**src/rtl/des56_pkg.sv**
```systemverilog
// des56_pkg: shared constants and helpers for the iterative DES engine.
//   - Permutation tables (IP, FP, E, P, PC1, PC2) hold 1-based DES bit numbers.
//   - S-boxes S1..S8 are stored one box per 256-bit word, row-major, MSB nibble first.
//   - Key rotation schedule, round count, FSM state type.
//   - Helper functions: bit-order mapping, table permutations, S-box lookup,
//     28-bit rotations and (with DES56_KEY_PARITY_CHECK_EN) key byte parity.
// Bit ordering: DES bit n of a w-bit vector lives at index w-n (MSB-first).
package des56_pkg;

  localparam int unsigned ROUNDS = 16;
  localparam logic [3:0]  LAST_RND = 4'(ROUNDS - 1);

  typedef enum logic [0:0] {
    ST_IDLE = 1'b0,
    ST_RUN  = 1'b1
  } state_e;

  localparam logic [1:0] SHIFT_T [0:15] = '{
    2'd1, 2'd1, 2'd2, 2'd2, 2'd2, 2'd2, 2'd2, 2'd2,
    2'd1, 2'd2, 2'd2, 2'd2, 2'd2, 2'd2, 2'd2, 2'd1};

  localparam logic [7:0] IP_T [0:63] = '{
    8'd58, 8'd50, 8'd42, 8'd34, 8'd26, 8'd18, 8'd10, 8'd2,
    8'd60, 8'd52, 8'd44, 8'd36, 8'd28, 8'd20, 8'd12, 8'd4,
    8'd62, 8'd54, 8'd46, 8'd38, 8'd30, 8'd22, 8'd14, 8'd6,
    8'd64, 8'd56, 8'd48, 8'd40, 8'd32, 8'd24, 8'd16, 8'd8,
    8'd57, 8'd49, 8'd41, 8'd33, 8'd25, 8'd17, 8'd9,  8'd1,
    8'd59, 8'd51, 8'd43, 8'd35, 8'd27, 8'd19, 8'd11, 8'd3,
    8'd61, 8'd53, 8'd45, 8'd37, 8'd29, 8'd21, 8'd13, 8'd5,
    8'd63, 8'd55, 8'd47, 8'd39, 8'd31, 8'd23, 8'd15, 8'd7};

  localparam logic [7:0] FP_T [0:63] = '{
    8'd40, 8'd8, 8'd48, 8'd16, 8'd56, 8'd24, 8'd64, 8'd32,
    8'd39, 8'd7, 8'd47, 8'd15, 8'd55, 8'd23, 8'd63, 8'd31,
    8'd38, 8'd6, 8'd46, 8'd14, 8'd54, 8'd22, 8'd62, 8'd30,
    8'd37, 8'd5, 8'd45, 8'd13, 8'd53, 8'd21, 8'd61, 8'd29,
    8'd36, 8'd4, 8'd44, 8'd12, 8'd52, 8'd20, 8'd60, 8'd28,
    8'd35, 8'd3, 8'd43, 8'd11, 8'd51, 8'd19, 8'd59, 8'd27,
    8'd34, 8'd2, 8'd42, 8'd10, 8'd50, 8'd18, 8'd58, 8'd26,
    8'd33, 8'd1, 8'd41, 8'd9,  8'd49, 8'd17, 8'd57, 8'd25};

  localparam logic [7:0] E_T [0:47] = '{
    8'd32, 8'd1,  8'd2,  8'd3,  8'd4,  8'd5,
    8'd4,  8'd5,  8'd6,  8'd7,  8'd8,  8'd9,
    8'd8,  8'd9,  8'd10, 8'd11, 8'd12, 8'd13,
    8'd12, 8'd13, 8'd14, 8'd15, 8'd16, 8'd17,
    8'd16, 8'd17, 8'd18, 8'd19, 8'd20, 8'd21,
    8'd20, 8'd21, 8'd22, 8'd23, 8'd24, 8'd25,
    8'd24, 8'd25, 8'd26, 8'd27, 8'd28, 8'd29,
    8'd28, 8'd29, 8'd30, 8'd31, 8'd32, 8'd1};

  localparam logic [7:0] P_T [0:31] = '{
    8'd16, 8'd7,  8'd20, 8'd21, 8'd29, 8'd12, 8'd28, 8'd17,
    8'd1,  8'd15, 8'd23, 8'd26, 8'd5,  8'd18, 8'd31, 8'd10,
    8'd2,  8'd8,  8'd24, 8'd14, 8'd32, 8'd27, 8'd3,  8'd9,
    8'd19, 8'd13, 8'd30, 8'd6,  8'd22, 8'd11, 8'd4,  8'd25};

  localparam logic [7:0] PC1_T [0:55] = '{
    8'd57, 8'd49, 8'd41, 8'd33, 8'd25, 8'd17, 8'd9,
    8'd1,  8'd58, 8'd50, 8'd42, 8'd34, 8'd26, 8'd18,
    8'd10, 8'd2,  8'd59, 8'd51, 8'd43, 8'd35, 8'd27,
    8'd19, 8'd11, 8'd3,  8'd60, 8'd52, 8'd44, 8'd36,
    8'd63, 8'd55, 8'd47, 8'd39, 8'd31, 8'd23, 8'd15,
    8'd7,  8'd62, 8'd54, 8'd46, 8'd38, 8'd30, 8'd22,
    8'd14, 8'd6,  8'd61, 8'd53, 8'd45, 8'd37, 8'd29,
    8'd21, 8'd13, 8'd5,  8'd28, 8'd20, 8'd12, 8'd4};

  localparam logic [7:0] PC2_T [0:47] = '{
    8'd14, 8'd17, 8'd11, 8'd24, 8'd1,  8'd5,
    8'd3,  8'd28, 8'd15, 8'd6,  8'd21, 8'd10,
    8'd23, 8'd19, 8'd12, 8'd4,  8'd26, 8'd8,
    8'd16, 8'd7,  8'd27, 8'd20, 8'd13, 8'd2,
    8'd41, 8'd52, 8'd31, 8'd37, 8'd47, 8'd55,
    8'd30, 8'd40, 8'd51, 8'd45, 8'd33, 8'd48,
    8'd44, 8'd49, 8'd39, 8'd56, 8'd34, 8'd53,
    8'd46, 8'd42, 8'd50, 8'd36, 8'd29, 8'd32};

  // Entry (row*16 + col) is the nibble at [255 - 4*idx -: 4].
  localparam logic [255:0] SBOX_T [0:7] = '{
    256'hE4D12FB83A6C5907_0F74E2D1A6CB9538_41E8D62BFC973A50_FC8249175B3EA06D,
    256'hF18E6B34972DC05A_3D47F28EC01A69B5_0E7BA4D158C6932F_D8A13F42B67C05E9,
    256'hA09E63F51DC7B428_D70934A6285ECBF1_D6498F30B12C5AE7_1AD069874FE3B52C,
    256'h7DE3069A1285BC4F_D8B56F03472C1AE9_A690CB7DF13E5284_3F06A1D8945BC72E,
    256'h2C417AB6853FD0E9_EB2C47D150FA3986_421BAD78F9C5630E_B8C71E2D6F09A453,
    256'hC1AF92680D34E75B_AF427C9561DE0B38_9EF528C3704A1DB6_432C95FABE17608D,
    256'h4B2EF08D3C975A61_D0B7491AE35C2F86_14BDC37EAF680592_6BD814A7950FE23C,
    256'hD2846FB1A93E50C7_1FD8A374C56B0E92_7B419CE206ADF358_21E74A8DFC90356B};

  // DES bit n (1-based, MSB-first) of a w-bit vector; 64-n for a full block.
  function automatic int des_bit(input int n, input int w);
    return w - n;
  endfunction

  function automatic logic [63:0] perm_ip(input logic [63:0] x);
    logic [63:0] y;
    y = 64'd0;
    for (int i = 0; i < 64; i++) y[des_bit(i + 1, 64)] = x[des_bit(int'(IP_T[i]), 64)];
    return y;
  endfunction

  function automatic logic [63:0] perm_fp(input logic [63:0] x);
    logic [63:0] y;
    y = 64'd0;
    for (int i = 0; i < 64; i++) y[des_bit(i + 1, 64)] = x[des_bit(int'(FP_T[i]), 64)];
    return y;
  endfunction

  function automatic logic [47:0] perm_e(input logic [31:0] x);
    logic [47:0] y;
    y = 48'd0;
    for (int i = 0; i < 48; i++) y[des_bit(i + 1, 48)] = x[des_bit(int'(E_T[i]), 32)];
    return y;
  endfunction

  function automatic logic [31:0] perm_p(input logic [31:0] x);
    logic [31:0] y;
    y = 32'd0;
    for (int i = 0; i < 32; i++) y[des_bit(i + 1, 32)] = x[des_bit(int'(P_T[i]), 32)];
    return y;
  endfunction

  // Drops the eight parity bits; result is {C0, D0}.
  function automatic logic [55:0] perm_pc1(input logic [63:0] x);
    logic [55:0] y;
    y = 56'd0;
    for (int i = 0; i < 56; i++) y[des_bit(i + 1, 56)] = x[des_bit(int'(PC1_T[i]), 64)];
    return y;
  endfunction

  function automatic logic [47:0] perm_pc2(input logic [55:0] x);
    logic [47:0] y;
    y = 48'd0;
    for (int i = 0; i < 48; i++) y[des_bit(i + 1, 48)] = x[des_bit(int'(PC2_T[i]), 56)];
    return y;
  endfunction

  // Row comes from the outer bits b[5],b[0]; column from b[4:1].
  function automatic logic [3:0] sbox_lookup(input int s, input logic [5:0] b);
    logic [5:0] idx;
    int         base;
    idx  = {b[5], b[0], b[4:1]};
    base = 255 - 4 * int'(idx);
    return SBOX_T[s][base -: 4];
  endfunction

  function automatic logic [27:0] rotl28(input logic [27:0] x, input logic [1:0] n);
    logic [27:0] y;
    case (n)
      2'd1:    y = {x[26:0], x[27]};
      2'd2:    y = {x[25:0], x[27:26]};
      default: y = x;
    endcase
    return y;
  endfunction

  function automatic logic [27:0] rotr28(input logic [27:0] x, input logic [1:0] n);
    logic [27:0] y;
    case (n)
      2'd1:    y = {x[0], x[27:1]};
      2'd2:    y = {x[1:0], x[27:2]};
      default: y = x;
    endcase
    return y;
  endfunction

`ifdef DES56_KEY_PARITY_CHECK_EN
  // 1 when any key byte fails odd parity.
  function automatic logic key_parity_bad(input logic [63:0] k);
    logic bad;
    bad = 1'b0;
    for (int b = 0; b < 8; b++) begin
      if (^k[8*b +: 8] == 1'b0) bad = 1'b1;
    end
    return bad;
  endfunction
`endif

endpackage

```
**src/rtl/des56_round.sv**
```systemverilog
// des56_round: one combinational DES Feistel round.
//   l_i, r_i : 32-bit halves entering the round
//   k_i      : 48-bit round subkey
//   l_o, r_o : halves leaving the round (l_o = r_i, r_o = l_i ^ f(r_i, k_i))
module des56_round
  import des56_pkg::*;
(
  input  logic [31:0] l_i,
  input  logic [31:0] r_i,
  input  logic [47:0] k_i,
  output logic [31:0] l_o,
  output logic [31:0] r_o
);

  logic [47:0] x_s;
  logic [31:0] sb_s;

  // f-function: expand, mix key, substitute through S1..S8.
  always_comb begin
    x_s  = perm_e(r_i) ^ k_i;
    sb_s = 32'd0;
    for (int s = 0; s < 8; s++) begin
      sb_s[31 - 4*s -: 4] = sbox_lookup(s, x_s[47 - 6*s -: 6]);
    end
  end

  assign l_o = r_i;
  assign r_o = l_i ^ perm_p(sb_s);

endmodule

```
**src/rtl/des56_core.sv**
```systemverilog
// des56_core: iterative single-DES engine, one Feistel round per clock.
//   clk, rst            : clock, synchronous active-high reset
//   indata, inkey       : block and key (bit 63 = DES bit 1); key parity bits ignored
//   decipher            : 0 encrypt, 1 decrypt; sampled with ds at start only
//   ds                  : start strobe, honoured only when idle
//   outdata             : result, held until next completion or reset
//   rdy                 : one-cycle pulse, 16 clocks after the start edge
//   rdy_next_cycle      : high the cycle before rdy
//   rdy_next_next_cycle : high two cycles before rdy
//   key_parity_err      : key byte parity flag; only real when built with
//                         DES56_KEY_PARITY_CHECK_EN, otherwise constant 0
module des56_core
  import des56_pkg::*;
(
  input  logic        clk,
  input  logic        rst,
  input  logic [63:0] indata,
  input  logic [63:0] inkey,
  input  logic        decipher,
  input  logic        ds,
  output logic [63:0] outdata,
  output logic        rdy,
  output logic        rdy_next_cycle,
  output logic        rdy_next_next_cycle,
  output logic        key_parity_err
);

  state_e      state_q, state_d;
  logic [3:0]  rnd_q;
  logic [31:0] l_q, r_q;
  logic [27:0] c_q, d_q;
  logic        dec_q;
  logic [63:0] outdata_q;
  logic        rdy_q, rnc_q, rnn_q;
  logic        rdy_d, rnc_d, rnn_d;

  logic        start_s, step_s, done_s;
  logic [63:0] ip_s;
  logic [55:0] pc1_s;
  logic [1:0]  sh_s;
  logic [3:0]  dec_idx_s;
  logic [27:0] c_rot_s, d_rot_s;
  logic [47:0] k_s;
  logic [31:0] l_nx_s, r_nx_s;

  assign ip_s  = perm_ip(indata);
  assign pc1_s = perm_pc1(inkey);

  // Key schedule: encrypt rotates left before use; decrypt starts at K16
  // (unrotated C0/D0) and then undoes the schedule by rotating right.
  always_comb begin
    sh_s      = 2'd0;
    // 16 - rnd_q, modulo 16; only consulted for rnd_q 1..15.
    dec_idx_s = 4'd0 - rnd_q;
    if (dec_q) begin
      if (rnd_q == 4'd0) begin
        sh_s = 2'd0;
      end else begin
        sh_s = SHIFT_T[dec_idx_s];
      end
      c_rot_s = rotr28(c_q, sh_s);
      d_rot_s = rotr28(d_q, sh_s);
    end else begin
      sh_s    = SHIFT_T[rnd_q];
      c_rot_s = rotl28(c_q, sh_s);
      d_rot_s = rotl28(d_q, sh_s);
    end
    k_s = perm_pc2({c_rot_s, d_rot_s});
  end

  des56_round u_round (
    .l_i (l_q),
    .r_i (r_q),
    .k_i (k_s),
    .l_o (l_nx_s),
    .r_o (r_nx_s)
  );

  // FSM state register.
  always_ff @(posedge clk) begin
    if (rst) begin
      state_q <= ST_IDLE;
    end else begin
      state_q <= state_d;
    end
  end

  // FSM next-state logic.
  always_comb begin
    state_d = state_q;
    case (state_q)
      ST_IDLE: begin
        if (ds) state_d = ST_RUN;
        else    state_d = ST_IDLE;
      end
      ST_RUN: begin
        if (rnd_q == LAST_RND) state_d = ST_IDLE;
        else                   state_d = ST_RUN;
      end
      default: state_d = ST_IDLE;
    endcase
  end

  // FSM output decode: datapath enables and early-warning flags.
  always_comb begin
    start_s = 1'b0;
    step_s  = 1'b0;
    done_s  = 1'b0;
    rnn_d   = 1'b0;
    rnc_d   = 1'b0;
    case (state_q)
      ST_IDLE: begin
        start_s = ds;
      end
      ST_RUN: begin
        step_s = 1'b1;
        done_s = (rnd_q == LAST_RND);
        rnc_d  = (rnd_q == LAST_RND - 4'd1);
        rnn_d  = (rnd_q == LAST_RND - 4'd2);
      end
      default: begin
        start_s = 1'b0;
      end
    endcase
    rdy_d = done_s;
  end

  // Datapath: load on start, one round per step, publish result on the last round.
  always_ff @(posedge clk) begin
    if (rst) begin
      rnd_q     <= 4'd0;
      l_q       <= 32'd0;
      r_q       <= 32'd0;
      c_q       <= 28'd0;
      d_q       <= 28'd0;
      dec_q     <= 1'b0;
      outdata_q <= 64'd0;
      rdy_q     <= 1'b0;
      rnc_q     <= 1'b0;
      rnn_q     <= 1'b0;
    end else begin
      rdy_q <= rdy_d;
      rnc_q <= rnc_d;
      rnn_q <= rnn_d;
      if (start_s) begin
        rnd_q <= 4'd0;
        l_q   <= ip_s[63:32];
        r_q   <= ip_s[31:0];
        c_q   <= pc1_s[55:28];
        d_q   <= pc1_s[27:0];
        dec_q <= decipher;
      end else if (step_s) begin
        rnd_q <= rnd_q + 4'd1;
        l_q   <= l_nx_s;
        r_q   <= r_nx_s;
        c_q   <= c_rot_s;
        d_q   <= d_rot_s;
        // Final output uses the swapped halves R16||L16.
        if (done_s) outdata_q <= perm_fp({r_nx_s, l_nx_s});
      end
    end
  end

`ifdef DES56_KEY_PARITY_CHECK_EN
  logic par_pend_q, par_err_q;

  // Key parity captured at start, presented with rdy, cleared by the next start.
  always_ff @(posedge clk) begin
    if (rst) begin
      par_pend_q <= 1'b0;
      par_err_q  <= 1'b0;
    end else if (start_s) begin
      par_pend_q <= key_parity_bad(inkey);
      par_err_q  <= 1'b0;
    end else if (done_s) begin
      par_err_q  <= par_pend_q;
    end
  end

  assign key_parity_err = par_err_q;
`else
  assign key_parity_err = 1'b0;
`endif

  assign outdata             = outdata_q;
  assign rdy                 = rdy_q;
  assign rdy_next_cycle      = rnc_q;
  assign rdy_next_next_cycle = rnn_q;

endmodule

```
**config.mk**
```make
export PLATFORM = sky130hd
export DESIGN_NAME = des56_core
export DESIGN_NICKNAME = d
export VERILOG_FILES = /design/src/rtl/des56_pkg.sv /design/src/rtl/des56_round.sv /design/src/rtl/des56_core.sv
export SDC_FILE = /design/constraint.sdc
export NUM_CORES = 1
export LEC_CHECK = 0
export ABC_AREA = 1
export ABC_CLOCK_PERIOD_IN_PS = 8400
export BUFFER_PORTS_ARGS = -buffer_cell sky130_fd_sc_hd__buf_4
export CORE_MARGIN = 2
export CORE_UTILIZATION = 41
export CTS_CLUSTER_DIAMETER = 30
export CTS_CLUSTER_SIZE = 16
export DETAILED_ROUTE_END_ITERATION = 10
export SLEW_MARGIN = 20
export SYNTH_ARGS = -nofsm -noshare
export SYNTH_HDL_FRONTEND = slang
export SYNTH_HIERARCHICAL = 1
export SYNTH_SLANG_ARGS = --single-unit
```
**constraint.sdc**
```tcl
create_clock -name clk -period 8.4 [get_ports clk]
set_clock_uncertainty 0.05 [all_clocks]
set_input_delay 1.26 -clock clk [delete_from_list [all_inputs] [get_ports clk]]
set_output_delay 1.26 -clock clk [all_outputs]
set_load 0.05 [all_outputs]
```
# Word-level counts from Yosys, hierarchy flattened
# Memories as Yosys holds them, arrays and structs flattened.
# Index checks and enable logic that the tools add are counted.
totals:
  mem_bits_ro: 64
  memories: 2
  word_cells: 82
  in_bits: 132
  regBits: 193
op_classes:
  n_lt_le_gt_ge: 2
  shift: 8
  addsub: 10
  eq_ne: 8
  n_bitwise: 6
  n_reduce_logical: 7
  muxes: 26
mem_list:
  columns: ["name", "words", "width", "read_ports", "rd_ports_with_merged_regs", "write_ports", "line_no", "text"]
  rows:
  - ["(name not given)", 16, 2, 1, 0, 0, "des56_core.sv:64", "sh_s = SHIFT_T[rnd_q];"]
  - ["(name not given)", 16, 2, 1, 0, 0, "des56_core.sv:59", "sh_s = SHIFT_T[dec_idx_s];"]
ops:
  columns: ["operator", "count"]
  rows:
  - ["indexed part select 259 x 32 -> 4 bit (first input constant)", 8]
  - ["case mux 28 bit (2 select lines)", 4]
  - ["two-way mux 28 bit", 6]
  - ["two-way mux 32 bit", 4]
  - ["subtractor 8 x 8 -> 9 bit (first input constant)", 8]
  - ["XOR 48 bit", 1]
  - ["XOR 32 bit", 1]
  - ["== test 4 bit (second input constant)", 3]
  - ["two-way mux 2 bit", 6]
  - [">= comparator 5 bit (second input constant)", 2]
  - ["inverter 4 -> 5 bit", 2]
  - ["AND reduction 3 bit", 2]
  - ["two-way mux 1 bit", 5]
  - ["adder 4 x 1 -> 4 bit (second input constant)", 1]
  - ["== test 2 x 1 -> 1 bit (second input constant)", 2]
  - ["== test 2 bit (second input constant)", 2]
  - ["zero test 4 bit", 1]
  - ["inequality test 4 x 1 -> 1 bit (second input constant)", 1]
  - ["nonzero test 4 bit", 1]
  - ["OR reduction 2 bit", 2]
  - ["subtractor 1 x 4 -> 4 bit (first input constant)", 1]
  - ["inverter 1 bit", 2]
  - ["case mux 1 bit (2 select lines)", 1]
  - ["nonzero test 2 bit", 1]

# Logic depth before layout (Yosys ltp)
# Gate-level depths: netlist of run 1.
logic_depth:
  ltp_word: 16
  ltp_mapped: 34

# Modules after synthesis
# Netlist of run 1, hierarchy kept.
modules_own_cells:
  columns: ["mod", "instances", "cells_per_inst", "area_per_inst_um2"]
  rows:
  - ["des56_core", 1, 1587, 10420.0]
  - ["des56_round", 1, 1248, 6059.6]

# Worst setup path before layout of run 1
# No wires, ideal clock.
synth_path:
  path_type: "flip-flop to flip-flop"
  from: "reg rnd_q[1]"
  to: "reg r_q[0]"
  setup_ns: 0.110
  setup_slack_ns: 4.399
  t_arrival_ns: 3.841
  required_ns: 8.240
  stages_incl_launch_ff: 30
  cell_sequence: "dfxtp_1 -> inv_1 -> ha_1 -> xnor2_1 -> o21ai_0 -> o21ai_0 -> o21ai_0 -> inv_1 -> ha_1 -> buf_2 -> buf_1 -> nand2_1 -> o211ai_1 -> o31ai_1 -> a31oi_1 -> nor2_1 -> nor2_1 -> ha_1 -> inv_1 -> nand2_1 -> nand3_1 -> nand3_1 -> nand2_1 -> nand2_1 -> nand3b_1 -> nand2_1 -> nand2_1 -> nand3_1 -> nand2_1 -> inv_1"
synth_via:
  elab_chain_len: 16
synth_rtl:
  columns: ["element", "line_no", "text"]
  rows:
  - ["start, declared", "des56_core.sv:29", "logic [3:0] rnd_q;"]
  - ["start signal, assigned", "des56_core.sv:153", "rnd_q <= rnd_q + 4'd1;"]
  - ["subtractor 1 x 4 -> 4 bit", "des56_core.sv:54", "dec_idx_s = 4'd0 - rnd_q;"]
  - ["inverter 4 -> 5 bit (implied by the code)", "des56_core.sv:59", null]
  - ["memory (16 x 2 bit)", null, null]
  - ["two-way mux 2 bit (implied by the code) (2 in a row)", "des56_core.sv:59", null]
  - ["two-way mux 2 bit", "des56_core.sv:56", "if (rnd_q == 4'd0) begin"]
  - ["two-way mux 2 bit", "des56_core.sv:55", "if (dec_q) begin"]
  - ["== test 2 bit / == test 2 x 1 -> 1 bit (equally long branches)", "des56_pkg.sv:158", "case (n)"]
  - ["case mux 28 bit (2 select lines)", "des56_pkg.sv:158", null]
  - ["two-way mux 28 bit (*)", "des56_core.sv:55", null]
  - ["via d_rot_s[0]", "des56_core.sv:42", "logic [27:0] c_rot_s, d_rot_s;"]
  - ["XOR 48 bit (*)", "des56_round.sv:20", "x_s = perm_e(r_i) ^ k_i;"]
  - ["subtractor 8 x 8 -> 9 bit (*)", "des56_pkg.sv:142", "base = 255 - 4 * int'(idx);"]
  - ["indexed part select 259 x 32 -> 4 bit (*)", "des56_pkg.sv:143", "return SBOX_T[s][base -: 4];"]
  - ["XOR 32 bit (*)", "des56_round.sv:28", "assign r_o = l_i ^ perm_p(sb_s);"]
  - ["via r_nx_s[0]", "des56_core.sv:44", "logic [31:0] l_nx_s, r_nx_s;"]
  - ["two-way mux 32 bit (*)", "des56_core.sv:152", "end else if (step_s) begin"]
  - ["two-way mux 32 bit (*)", "des56_core.sv:145", "if (start_s) begin"]
  - ["end signal, assigned", "des56_core.sv:148", "r_q <= ip_s[31:0];"]
  - ["end signal, assigned", "des56_core.sv:155", "r_q <= r_nx_s;"]
  - ["end, declared", "des56_core.sv:30", "logic [31:0] l_q, r_q;"]
# Mark *: on every way through the listed nets, which the timed path passes. The rest lies on a longest branch. The select of a mux whose other input is x is not followed.
# A chain may end at the register's enable or synchronous reset.

# Final worst setup path of run 1
layout_path:
  from: "reg rnd_q[1]"
  to: "reg r_q[21]"
# The elaborated chain is that of the path after synthesis.

==> key figures, run 1 <==
Outcome
  • Status: complete, no violations

Pwr
  • VDD IR-drop max: 0.000132 V
  • Power per Cell Area: 226 nW/um^2
  • Leak: 0.00924 uW

Timing
  • Crit share post-route: about 65%
  • Slew headroom: 32.3%
  • RSZ-0062 raised after global routing: no
  • Final hold vios: 0
  • Peak Freq: 0.184 GHz
  • Max-slew violations: 0
  • Setup TNS Final: 0 ns
  • Minimum clock period: 5.43 ns
  • Least-Margin Pin Slew: 1.01 ns
  • Hold Worst Slack: 0.436 ns
  • # setup viols final: 0

Global route
  • Vias in the first global route: approximately 17,000
  • GRT overflow: 0
  • Grt met3 use: 5.18%
  • Largest net degree at the start of global routing: 70
  • Number of antenna violations at the first check in global routing: 2
  • Global-route wire length before repair: about 94,000 microns
  • GR Util met2: a little under half
  • GRT Util Overall: roughly 29%
  • Most used routing layer in global routing: met2
  • Met1 capacity usage during global routing: 38.9%

Detailed routing
  • DR DRC count: 0
  • Final ANT Viol Nets: 0
  • Vias: 18,636
  • DR pass1 iterations: 6
  • Final wirelength: 60,700 microns
  • Wire length per cell: 17.7 microns
  • Vias/cell: 5.43
  • Drt initial violations: 1,763

Final layout
  • Post-Layout Inst Area: between 15,000 and 20,000 sq um
  • Ant diodes: 0
  • Layout Nets: 3,092
  • Filler cell count: roughly 4,300
  • Layout area overhead: 11.8%
  • Fin cells: 3,430
  • Layout cells sized above 1: 10.6%
  • Core Util, Final: 46.4%

Worst setup path
  • Setup CP Type: reg -> reg
  • R2R Setup Slk: approximately 3.0 ns
  • CP max FO: 31
  • Crit path to: r_q[21]
  • Setup crit start kind: flip-flop
  • Worst Reg-to-Reg Cells: 30
  • Worst EP required: a little under 9 ns
  • Worst r2r dst: r_q[21]
  • CP Launch Point: rnd_q[1]
  • Most frequent CP cell: nand2_1
  • Slowest-stage cell, CP: a31oi_1
  • Arr. time, crit path: roughly 5.8 ns
  • Crit end category: flip-flop
  • Worst r2r src: rnd_q[1]
  • Critical Path Max Stage Delay: 0.49 ns

Synth
  • Avg Cell Area, Syn: 5.81 sq um
  • Yosys top cell area share: between 20% and 30%
  • Leading area contributor after synthesis: nand2_1
  • Number of flops mapped to enable cells by yosys: 0
  • Net Count, Synth: 3,035
  • Synth Register Bits: 193
  • Count leader, synth: nand2_1
  • Post-synth ARST share: 0%
  • Largest cells by area after synthesis: nand2_1, dfxtp_1, nand3_1
  • Synth warn: 6
  • Post-Syn Area: 16,500 sq um
  • Synth cell count leaders: nand2_1, nand3_1, dfxtp_1, inv_1, nor2_1
  • Top_reg_cell synth: dfxtp_1
  • Part of the Yosys area used for sequential elements: 23.4%
  • Mapped Cells: 2,835
  • Netlist cell types: 38

Clock tree
  • H-tree Lvls: 4
  • # resized after CTS: 0
  • Root buffer cell: clkbuf_16
  • Clk buf depth: 2
  • Post CTS Setup Buffer Count: 0
  • CTS buffer count: 17
  • CTS tree: yes
  • Sink Count: 193
  • Clock-pin transition on the worst setup and hold timing paths: 0.09 ns
  • Worst skew pair latency: 0.47 ns
  • Hold Buf Count CTS: 0

Placed design
  • Post-DP Area: 17,800 sq um
  • Hpwl dp: roughly 42,000 microns
  • RD Place Congestion: 0.889
  • Port Buffers: 190
  • Placed Cells: 3,398

Die
  • Die H: around 200 microns
  • Die Area: 41,800 sq um
  • Initial Util: approximately two fifths
  • Core Footprint: roughly 40,000 sq um
  • IO Count: 200
  • Row count: between 70 and 80
  • Die W: 204 microns

Run
  • Max-Cap Viols: 0

Hold path
  • Hold crit path type: reg -> reg
worst max-delay path: cells and delay by family, from the launching register on:
family,cells,cell delay [ns]
simple gates,14,1.39
compound gates,6,1.26
buf+inv,6,1.19
fa+ha+maj,3,0.82
flops,1,0.46
xor+xnor,1,0.14
state kept, by name, summed over array words and instances (netlist names):
signal               cells
outdata                 64
state_q                  1
rnd_q                    4
r_q                     32
c_q                     28
d_q                     28
rdy_next_cycle           1
l_q                     32
rdy_next_next_cycle      1
dec_q                    1
rdy                      1
through the flow:
step | total power [uW] | worst slack, ns
2_1_floorplan | 2720 | 4.40
3_3_place_gp | 3220 | 3.14
3_5_place_dp | 3230 | 3.07
4_1_cts | 4150 | 3.03
5_1_grt | 4500 | 2.40
6_report | 4160 | 2.97
where the power goes:
| group | switching [uW] | internal [uW] |
|---|---|---|
| Clock | 452 | 463 |
| Combinational | 1430 | 684 |
| Sequential | 143 | 983 |
| Total | 2030 | 2130 |
final cells by class:
class | count | area (sq um) | share of cell area [%]
clock buffers | 17 | 425 | 2.31
clock inverters | 15 | 209 | 1.13
inverters | 210 | 791 | 4.29
multi-input cells | 2262 | 10900 | 59.2
flip-flops and latches | 193 | 3860 | 21.0
well taps | 525 | 657 | 3.57
repair buffers | 208 | 1560 | 8.47
layout by cell type (no fill, tap or decap), types with 40 or more instances in the layout:
| cell | n |
|---|---|
| nand2_1 | 1235 |
| buf_4 | 208 |
| o21ai_0 | 91 |
| nand3_1 | 414 |
| ha_1 | 68 |
| o211ai_1 | 40 |
| nor2_1 | 184 |
| dfxtp_1 | 192 |
| inv_1 | 188 |
| nand3b_1 | 49 |
how the worst min path moves through the flow:
| stage | slack [ns] | cells after the start | startpoint | end |
|---|---|---|---|---|
| final | 0.44 | 2 | l_q[19] | l_q[19] |
| after global routing | 0.46 | 2 | l_q[19] | l_q[19] |
| after CTS | 0.43 | 2 | l_q[19] | l_q[19] |
| after detailed placement | 0.41 | 2 | l_q[19] | l_q[19] |
| after global placement | 0.40 | 2 | l_q[19] | l_q[19] |
| after floorplan | 0.39 | 2 | l_q[11] | l_q[11] |
cells by family after synthesis:
group | synth area share [%]
AOI/OAI and AO/OA | 10.0
adders and majority gates | 5.16
and+or+nand+nor | 48.9
DFF | 23.4
buffers and inverters | 10.4
xor gates and xnor gates | 2.00
other | 0.0228
per-layer routing:
metal / wire length, microns / vias to the layer above
li1: - / 9198
met1: 27000 / 8627
met2: 26600 / 712
met3: 4880 / 97
met4: 2160 / 2
met5: 13 / -
No activity file was read; power rests on OpenSTA's default activity.
==> inputs of run 2 (changes only) <==
ABC_AREA = 0   (was 1)
ABC_CLOCK_PERIOD_IN_PS = 5200   (was 8400)
clock period = 5.2 ns   (was 8.4 ns; I/O delays follow)
==> run 2 against run 1 <==
Effect of this change:
- synthesized cell count down 24%
- setup slack worse by 2.8 ns
- clock power up 55%
- utilization up 2.5 points
- via count down 7.8%
==> key figures, run 2 <==
Outcome
  • Status: complete, no violations

Detailed routing
  • DR pass1 iterations: 6
  • Wire length per cell: 21.3 microns
  • DR DRC count: 0
  • Vias: 17,182
  • Final wirelength: 60,400 microns
  • Drt initial violations: 1,923
  • Vias/cell: between 6 and 7
  • Final ANT Viol Nets: 0

Placed design
  • Port Buffers: 190
  • Hpwl dp: 42,700 microns
  • RD Place Congestion: 0.929
  • Post-DP Area: 18,900 sq um

Timing
  • Slew headroom: 27.2%
  • Least-Margin Pin Slew: 1.09 ns
  • Final hold vios: 0
  • RSZ-0062 raised after global routing: no
  • Crit share post-route: 95.9%
  • Max-slew violations: 0
  • Peak Freq: 0.201 GHz
  • # setup viols final: 0
  • Minimum clock period: 4.99 ns

Worst setup path
  • Setup crit start kind: flip-flop
  • Arr. time, crit path: 5.34 ns
  • CP Launch Point: rnd_q[0]
  • Worst r2r dst: outdata[44]
  • R2R Setup Slk: 0.21 ns
  • Slowest-stage cell, CP: or4_4
  • Critical Path Max Stage Delay: 0.50 ns
  • Setup CP Type: reg -> reg
  • Crit path cell chain: inv_1 > ha_1 > nand2b_1 > o21ai_0 > a22oi_1 > o32ai_1 > ha_2 > nand2b_4 > buf_12 > a221oi_1 > or4_4 > nor2_1 > xor2_1 > buf_4 > buf_4 > inv_4 > ha_1 > nor2_1 > a21o_1 > mux4_2 > o21ai_1 > xor2_1 > nand2_1 > a21oi_1
  • Worst r2r src: rnd_q[0]
  • Worst Reg-to-Reg Cells: 24
  • Crit end category: flip-flop
  • CP max FO: 11
  • Worst EP required: 5.55 ns

Synth
  • Synth warn: 6
  • Mapped Cells: about 2,200
  • Largest cells by area after synthesis: dfxtp_1, mux2i_1, nand2_1
  • Yosys top cell area share: 23.0%
  • Avg Cell Area, Syn: 7.81 sq um
  • Part of the Yosys area used for sequential elements: a little under a quarter
  • Post-synth ARST share: 0%
  • Post-Syn Area: 16,800 sq um
  • Synth cell count leaders: nand2_1, nor2_1, dfxtp_1, a21oi_1, mux2i_1
  • Number of flops mapped to enable cells by yosys: 0
  • Leading area contributor after synthesis: dfxtp_1
  • Synth Register Bits: 193
  • Netlist cell types: 78
  • Count leader, synth: nand2_1
  • Top_reg_cell synth: dfxtp_1
  • Net Count, Synth: about 2,400

Clock tree
  • CTS buffer count: 17
  • H-tree Lvls: 4
  • Clk buf depth: 2
  • Clock-pin transition on the worst setup and hold timing paths: 0.08 ns
  • Root buffer cell: clkbuf_16
  • Sink Count: 193
  • CTS tree: yes
  • Worst skew pair latency: 0.49 ns

Die
  • IO Count: 200
  • Die Area: 42,600 sq um
  • Row count: 74
  • Initial Util: between 40% and 50%
  • Core Footprint: 40,600 sq um
  • Die W: 206 microns
  • Die H: 206 microns

Global route
  • Global-route wire length before repair: 92,700 microns
  • GRT Util Overall: 27.9%
  • GRT overflow: 0
  • Largest net degree at the start of global routing: just over 100
  • Vias in the first global route: 15,803
  • Number of antenna violations at the first check in global routing: 1

Final layout
  • Commonest non-fill, non-tap cell in the layout: buf_4
  • Max reg flops: 64
  • Layout Nets: between 2,000 and 2,500
  • Layout cells sized above 1: 22.2%
  • Most frequent cells in the layout: buf_4, nand2_1, nor2_1, dfxtp_1, a21oi_1
  • Ant diodes: 0
  • Post-Layout Inst Area: 19,900 sq um
  • Layout area overhead: 18.2%

Pwr
  • Power per Cell Area: 439 nW/um^2
  • Leak: 0.00810 uW
  • PnR Total Power: 8710 uW
  • VDD IR-drop max: 0.000287 V

Hold path
  • Hold Path End: outdata[26]
  • Hold path start: outdata[26]
  • Hold crit path type: reg -> reg
  • Cells on Worst Hold Path: 2

Run
  • Max-Cap Viols: 0
## run 2: worst max-delay path by stage
stage | endpoint | slack (ns) | cells past startpoint
5_1_grt | r_q[18] | 0.006 | 24
2_1_floorplan | outdata[44] | 0.24 | 23
3_5_place_dp | outdata[48] | -0.02 | 23
3_3_place_gp | outdata[48] | 0.04 | 23
4_1_cts | outdata[56] | 0.02 | 24
6_report | outdata[44] | 0.21 | 24
## run 2: layout make-up
type | instances | area, sq um
fillers | 4004 | 20800
multi-input cells | 1691 | 11800
flip-flops and latches | 193 | 3870
repair buffers | 345 | 2760
well taps | 532 | 666
clock buffers | 18 | 439
clock inverters | 14 | 165
inverters | 40 | 153
## run 2: logic make-up (layout without fill, tap and decap cells)
kind of cell / Yosys count / in the layout / share of synthesized area, %
xor gates and xnor gates: 127 / 127 / 7.11
muxes: 174 / 174 / 12.3
buffers and inverters: 268 / 417 / 8.19
and+or+nand+nor: 723 / 723 / 19.0
DFF: 193 / 193 / 23.0
adders and majority gates: 68 / 68 / 5.06
other: 1 / 1 / 0.0223
AOI/OAI and AO/OA: 598 / 598 / 25.2
## run 2: metal layers
layer  part of all wire (%)  routed length [microns]  GRT usage (%)
met1                     45                    27200           38.8
met2                     45                    27400           43.7
met3                    7.4                     4450           5.28
met4                    2.3                     1390           8.06
met5                      0                        0              0
## run 2: repair_timing
item                       4_1_cts  5_1_grt
gates cloned                     0        1
hold buffers                     0        0
resized for setup                2       48
setup endpoints to repair        2       58
pin swaps                        0        9
hold endpoints to repair         0        0
buffers inserted                 0        6
## run 2: critical path, delay by kind of cell (launching register included)
kind            cells  cell delay (ns)
compound gates      7             0.97
xor+xnor            2             0.30
mux                 1             0.49
buf+inv             5             0.71
simple gates        6             1.15
fa+ha+maj           3             0.90
flops               1             0.34
## run 2: power breakdown
part | switching (uW) | internal [uW]
clock network | 722 | 701
registers | 315 | 1610
logic | 2980 | 2390
## run 2: stage by stage
step | setup TNS [ns] | util (%) | hold WS [ns] | std cells | setup slack [ns]
after CTS | 0 | 48.1 | 0.410 | 2826 | 0.0184
after global placement | 0 | 46.5 | 0.393 | 2794 | 0.0431
after detailed placement | -0.0160 | 46.5 | 0.399 | 2794 | -0.0160
after floorplan | 0 | - | 0.456 | 2152 | 0.244
after global routing | 0 | 48.8 | 0.425 | 2833 | 0.00573
final | 0 | 48.8 | 0.407 | 2833 | 0.214
